==> src/rtl/seg_display_arbiter_if.sv <==
// Requester-to-display bus for the seven-segment arbiter.
// The master side drives per-requester levels and values.
// The slave side (the arbiter) returns the owner, display value, blank flag and tick.
interface seg_display_arbiter_if;
  logic [3:0]  req;
  logic [31:0] req_val;
  logic [7:0]  dout;
  logic [3:0]  grant;
  logic        blank;
  logic        tick;

  modport master (
    output req,
    output req_val,
    input  dout,
    input  grant,
    input  blank,
    input  tick
  );

  modport slave (
    input  req,
    input  req_val,
    output dout,
    output grant,
    output blank,
    output tick
  );
endinterface

==> src/rtl/seg_display_arbiter.sv <==
// Priority arbiter sharing one seven-segment display among four requesters,
// with a minimum hold time counted in divider ticks. Outputs are registered:
// one cycle from a sampled request to grant/dout. No backpressure; req is level.
module seg_display_arbiter #(
  parameter int         TICK_DIV   = 800000,
  parameter int         HOLD_TICKS = 20,
  parameter logic [7:0] IDLE_VALUE = 8'h00
) (
  input logic                  clk,
  input logic                  rst,
  seg_display_arbiter_if.slave bus
);

  localparam int         DIV_W   = (TICK_DIV > 2) ? $clog2(TICK_DIV) : 1;
  localparam logic [DIV_W-1:0] DIV_LAST = DIV_W'(TICK_DIV - 1);
  localparam logic [7:0] HOLD_LD = 8'(HOLD_TICKS);

  typedef enum logic {
    IDLE  = 1'b0,
    OWNED = 1'b1
  } state_t;

  // Registered state
  state_t           state_q, state_d;
  logic [1:0]       owner_q, owner_d;
  logic [7:0]       hold_q,  hold_d;
  logic [7:0]       dout_q,  dout_d;
  logic [3:0]       grant_q, grant_d;
  logic             blank_q, blank_d;
  logic [3:0]       req_prev_q;
  logic [DIV_W-1:0] div_q;
  logic             tick_q;

  // Combinational helpers
  logic [1:0] low_idx;
  logic       any_req;
  logic [3:0] higher_mask;
  logic       preempt;
  logic       own_req;
  logic       own_rise;
  logic       release_ok;

  // Lowest-index active requester wins; index 0 is highest priority.
  function automatic logic [1:0] lowest_idx(input logic [3:0] r);
    logic [1:0] idx;
    idx = 2'd0;
    if (r[0])      idx = 2'd0;
    else if (r[1]) idx = 2'd1;
    else if (r[2]) idx = 2'd2;
    else if (r[3]) idx = 2'd3;
    return idx;
  endfunction

  assign low_idx     = lowest_idx(bus.req);
  assign any_req     = |bus.req;
  // Bits strictly below the current owner are the only ones allowed to preempt.
  assign higher_mask = (4'b0001 << owner_q) - 4'b0001;
  assign preempt     = |(bus.req & higher_mask);
  assign own_req     = bus.req[owner_q];
  assign own_rise    = bus.req[owner_q] & ~req_prev_q[owner_q];
  // Owner may be displaced by anyone once its hold has expired and it has let go.
  assign release_ok  = (hold_q == 8'd0) && !own_req;

  // Free-running tick divider: tick is the registered wrap of the counter.
  always_ff @(posedge clk or posedge rst) begin
    if (rst) begin
      div_q  <= '0;
      tick_q <= 1'b0;
    end else begin
      tick_q <= (div_q == DIV_LAST);
      if (div_q == DIV_LAST) div_q <= '0;
      else                   div_q <= div_q + 1'b1;
    end
  end

  // Next ownership, hold count and display value.
  always_comb begin
    state_d = state_q;
    owner_d = owner_q;
    hold_d  = hold_q;
    dout_d  = dout_q;

    unique case (state_q)
      IDLE: begin
        hold_d = 8'd0;
        dout_d = IDLE_VALUE;
        if (any_req) begin
          state_d = OWNED;
          owner_d = low_idx;
          hold_d  = HOLD_LD;
          dout_d  = bus.req_val[{low_idx, 3'b000} +: 8];
        end
      end

      OWNED: begin
        if (preempt || release_ok) begin
          // Preemption and post-hold handover both pick the lowest active
          // requester; a fresh owner always starts with a full hold.
          if (any_req) begin
            owner_d = low_idx;
            hold_d  = HOLD_LD;
            dout_d  = bus.req_val[{low_idx, 3'b000} +: 8];
          end else begin
            state_d = IDLE;
            owner_d = 2'd0;
            hold_d  = 8'd0;
            dout_d  = IDLE_VALUE;
          end
        end else begin
          // Owner keeps the display; a re-press restarts its hold window.
          if (own_rise)
            hold_d = HOLD_LD;
          else if (tick_q && (hold_q != 8'd0))
            hold_d = hold_q - 8'd1;
          if (own_req)
            dout_d = bus.req_val[{owner_q, 3'b000} +: 8];
        end
      end

      default: begin
        state_d = IDLE;
        owner_d = 2'd0;
        hold_d  = 8'd0;
        dout_d  = IDLE_VALUE;
      end
    endcase

    grant_d = (state_d == OWNED) ? (4'b0001 << owner_d) : 4'b0000;
    blank_d = (state_d == IDLE);
  end

  // Ownership state, registered outputs and request edge history.
  always_ff @(posedge clk or posedge rst) begin
    if (rst) begin
      state_q    <= IDLE;
      owner_q    <= 2'd0;
      hold_q     <= 8'd0;
      dout_q     <= IDLE_VALUE;
      grant_q    <= 4'b0000;
      blank_q    <= 1'b1;
      req_prev_q <= 4'b0000;
    end else begin
      state_q    <= state_d;
      owner_q    <= owner_d;
      hold_q     <= hold_d;
      dout_q     <= dout_d;
      grant_q    <= grant_d;
      blank_q    <= blank_d;
      req_prev_q <= bus.req;
    end
  end

  assign bus.dout  = dout_q;
  assign bus.grant = grant_q;
  assign bus.blank = blank_q;
  assign bus.tick  = tick_q;

endmodule

==> src/flat_wrapper.sv <==
// flat-port wrapper written by rule: the top's interface ports become plain ports
module seg_display_arbiter_flat 
#(
  parameter int         TICK_DIV   = 800000,
  parameter int         HOLD_TICKS = 20,
  parameter logic [7:0] IDLE_VALUE = 8'h00
)
  (clk, rst, bus_req, bus_req_val, bus_dout, bus_grant, bus_blank, bus_tick);
  seg_display_arbiter_if bus_i ();
  input logic clk;
  input logic rst;
  input wire logic [$bits(bus_i.req)-1:0] bus_req;
  input wire logic [$bits(bus_i.req_val)-1:0] bus_req_val;
  output wire logic [$bits(bus_i.dout)-1:0] bus_dout;
  output wire logic [$bits(bus_i.grant)-1:0] bus_grant;
  output wire logic [$bits(bus_i.blank)-1:0] bus_blank;
  output wire logic [$bits(bus_i.tick)-1:0] bus_tick;
  assign bus_i.req = bus_req;
  assign bus_i.req_val = bus_req_val;
  assign bus_dout = bus_i.dout;
  assign bus_grant = bus_i.grant;
  assign bus_blank = bus_i.blank;
  assign bus_tick = bus_i.tick;
  seg_display_arbiter #(.TICK_DIV(TICK_DIV), .HOLD_TICKS(HOLD_TICKS), .IDLE_VALUE(IDLE_VALUE)) u_core (.clk(clk), .rst(rst), .bus(bus_i));
endmodule
==> config.mk <==
export PLATFORM = sky130hd
export DESIGN_NAME = seg_display_arbiter_flat
export DESIGN_NICKNAME = d
export VERILOG_FILES = /design/src/rtl/seg_display_arbiter_if.sv /design/src/rtl/seg_display_arbiter.sv /design/src/flat_wrapper.sv
export SDC_FILE = /design/constraint.sdc
export NUM_CORES = 1
export LEC_CHECK = 0
export BUFFER_PORTS_ARGS = -buffer_cell sky130_fd_sc_hd__buf_2
export CAP_MARGIN = 20
export CORE_MARGIN = 2
export CORE_UTILIZATION = 35
export CTS_BUF_LIST = sky130_fd_sc_hd__clkbuf_16
export CTS_CLUSTER_DIAMETER = 80
export DETAILED_ROUTE_END_ITERATION = 6
export GPL_TIMING_DRIVEN = 0
export PLACE_DENSITY_LB_ADDON = 0.2
export SETUP_SLACK_MARGIN = 0.02
export SYNTH_ARGS = -nofsm -noshare
export SYNTH_HDL_FRONTEND = slang
export SYNTH_SLANG_ARGS = --single-unit
==> constraint.sdc <==
create_clock -name clk -period 2.5 [get_ports clk]
set_clock_uncertainty 0.2 [all_clocks]
set_input_delay 0.5 -clock clk [delete_from_list [all_inputs] [get_ports clk]]
set_output_delay 0.5 -clock clk [all_outputs]
set_load 0.005 [all_outputs]
==> impl_metrics.tcl <==
set metrics [dict create \
    synth_nets 289 \
    gp_congestion 0.762 \
    crit_path_frequent_cell "buf_6" \
    r2r_start "u_core.owner_q[1]$_DFF_PP0_" \
    relSlewSlack 0.491 \
    drive_above_1_share 0.317 \
    area_growth_pct 20.5 \
    totalWireLength_um 6000 \
    synth_cell_types 51 \
    hold_violations 0 \
    switchingPower_mw 0.974 \
    fin_nets 349 \
    use_met3 0.0337 \
    diodes 0 \
    power_frac_comb 0.401 \
    synth_ff_type "dfrtp_1" \
    final_cell_area_sq_mm 0.00341 \
    grt_use_met1 0.200 \
    multi_input_area_sq_mm 0.00148 \
    post-place-ws_ps -160 \
    cpPeakStageDelay_ps 500 \
    met2_usage 0.242 \
    startpoint_type "register" \
    cts_buffers 5 \
    cp.buffers_inverters 3 \
    min-delay-start "bus_req[1]" \
    finalPower_mw 2.96 \
    grt_pass1_wl_um 10400 \
    p_per_area_mw_per_mm2 867 \
    vias 2128 \
    drt_iter0_markers 58 \
    dr.pass1.iters 4 \
    finalCritPeriodShare 0.938 \
    cts_buffer_depth 2 \
    rsz0062_at_grt "no" \
    place_area_sq_mm 0.00323 \
    hold_class "input pin to register" \
    top_usage_layer "met2" \
    netlist_area_sq_mm 0.00283 \
    synth_edf_count 0 \
    layout_commonest_cell "buf_2" \
    ys_ff_latch 49 \
    core_area_sq_mm 0.00777 \
    grt_pass1_vias 2180 \
    crit_path_end_kind "register" \
    drc_errors 0 \
    grt_max_degree 42 \
    clkTransAtPathRegs_ps 70 \
    postSynthCellCount 248 \
    htreeDepth 2 \
    ff_latch_area_sq_mm 0.00123 \
    start_util 0.365 \
    cts_sinks 49 \
    worst_pin_slew_ps 757 \
    layout_common_cells "buf_2 (53), dfrtp_1 (48), nor2_1 (23), mux4_2 (17), nand2_1 (14)" \
    grt_remaining_overflow 0 \
    cp_cell_sequence "buf_6 -> mux4_2 -> buf_6 -> nand4bb_4 -> and3_1 -> buf_6 -> nor2_8 -> o2bb2ai_1" \
    layoutNonFillerInstCount 411 \
    fp.dieH_um 93.9 \
    drt-vias-per-instance 5.18 \
    path_max_fanout 10 \
    p_sw_frac 0.329 \
    fp.dieW_um 93.9 \
    setup_tns_ps 0 \
    crit_arrival_ps 2360 \
    ant_nets 0 \
    setup_viol 0 \
    num-fill-cells 781 \
    irDropWorstVdd_mv 0.325 \
    slew_viol_final 0 \
    min_period_ps 2340 \
    synth-seq-area-share 0.433 \
    io_buffers 51 \
    avgRoutedWirePerCell_um 14.6 \
    worstSetupPathType "register to register" \
    critical_path.top_delay_family "simple AND/OR/NAND/NOR gates" \
    leakagePower_nw 1.49 \
    synth_warnings 0 \
    avgSynthCellArea_sq_um 11.4 \
    dp.cells 402 \
    cap_violations 0 \
    antenna_found_initial 0 \
    crit_required_ps 2510 \
    pwr-share-seq 0.337 \
    insertion_delay_ps 290 \
    critPathSlowestCell "mux4_2" \
    postSynth.asyncResetShare 1.00 \
    finish.utilization 0.439 \
    io_pins 52 \
    critPathLaunch "u_core.owner_q[1]$_DFF_PP0_" \
    p_int_mw 1.99 \
    cts-root-buf "clkbuf_16" \
    fp.dieArea_sq_mm 0.00883 \
    cts_tree "yes" \
    fmax_ghz 0.427 \
    status "finished clean" \
    hold_slack_ps 131 \
    setup_slack_ps 156 \
    p_clk_frac 0.262 \
    placementRows 32 \
    grt_usage 0.150 \
    place_hpwl_um 4330 \
]
## power by group through the flow
| stage | combinational, mW | sequential, mW | clock [mW] |
|---|---|---|---|
| 6_report | 1.19 | 0.998 | 0.776 |
| 5_1_grt | 1.32 | 1.01 | 0.837 |
| 4_1_cts | 1.20 | 1.00 | 0.803 |
| 3_5_place_dp | 1.20 | 1.01 | 0 |
| 3_3_place_gp | 1.18 | 1.02 | 0 |
| 2_1_floorplan | 0.880 | 1.01 | 0 |
## cell families after synthesis
family / after synthesis / share of synthesized area
flops: 49 / 0.433
fa+ha+maj: 3 / 0.0133
xor+xnor: 21 / 0.0650
mux: 27 / 0.171
compound gates: 39 / 0.0985
buf+inv: 23 / 0.0433
simple gates: 86 / 0.175
## repair_timing
action | in CTS | in global routing
setup endpoints to repair | 0 | 0
buffers inserted | 0 | 0
hold endpoints to repair | 8 | 0
gates resized for setup | 0 | 0
hold buffers | 1 | 0
## state kept, by name (all words and copies together), names as in the netlist
register and flops:
u_core.req_prev_q 4, u_core.state_q 1, u_core.div_q 20, u_core.hold_q 8, u_core.bus.tick 1, u_core.owner_q 2
u_core.bus.blank 1, u_core.bus.dout 8, u_core.bus.grant 4
## worst paths after layout
check	end	depth (start not counted)	slack, ps
setup / recovery	u_core.bus.dout[5]$_DFFE_PP0P_	8	160
hold / removal	u_core.req_prev_q[1]$_DFF_PP0_	1	130
min in group asynchronous	u_core.div_q[11]$_DFF_PP0_	3	470
hold reg to reg	u_core.div_q[4]$_DFF_PP0_	1	280
max in group asynchronous	u_core.bus.blank$_DFF_PP1_	4	1110
setup reg to reg	u_core.bus.dout[5]$_DFFE_PP0P_	8	160
## layout make-up
cell class,instances,area share
multi-input combinational,176,0.434
sequential,49,0.360
timing repair buffer,53,0.0836
tap,102,0.0374
clock buffer,5,0.0367
buffer,15,0.0271
clock inverter,3,0.0128
inverter,8,0.00880
## cell usage after synthesis (4+ instances only)
cell type	number	area (sq um)
nor2_1	23	86.3
nor3_1	5	25.0
dfrtp_1	48	1200
and3_1	5	31.3
mux4_2	17	383
nand3_1	13	65.1
o2bb2ai_1	7	61.3
o21ai_0	7	35.0
a21oi_1	10	50.1
nand2_1	14	52.6
buf_6	4	45.0
inv_1	8	30.0
clkbuf_1	6	22.5
xnor2_1	11	96.3
mux2i_1	8	80.1
nor2b_1	5	31.3
xor2_1	10	87.6
## metal layers
metal | wire length, um | up-vias
met4 | 92 | 0
met5 | 0 | -
met2 | 2850 | 40
met1 | 2840 | 1052
met3 | 220 | 7
li1 | - | 1029
No activity file was read; power rests on OpenSTA's default activity.
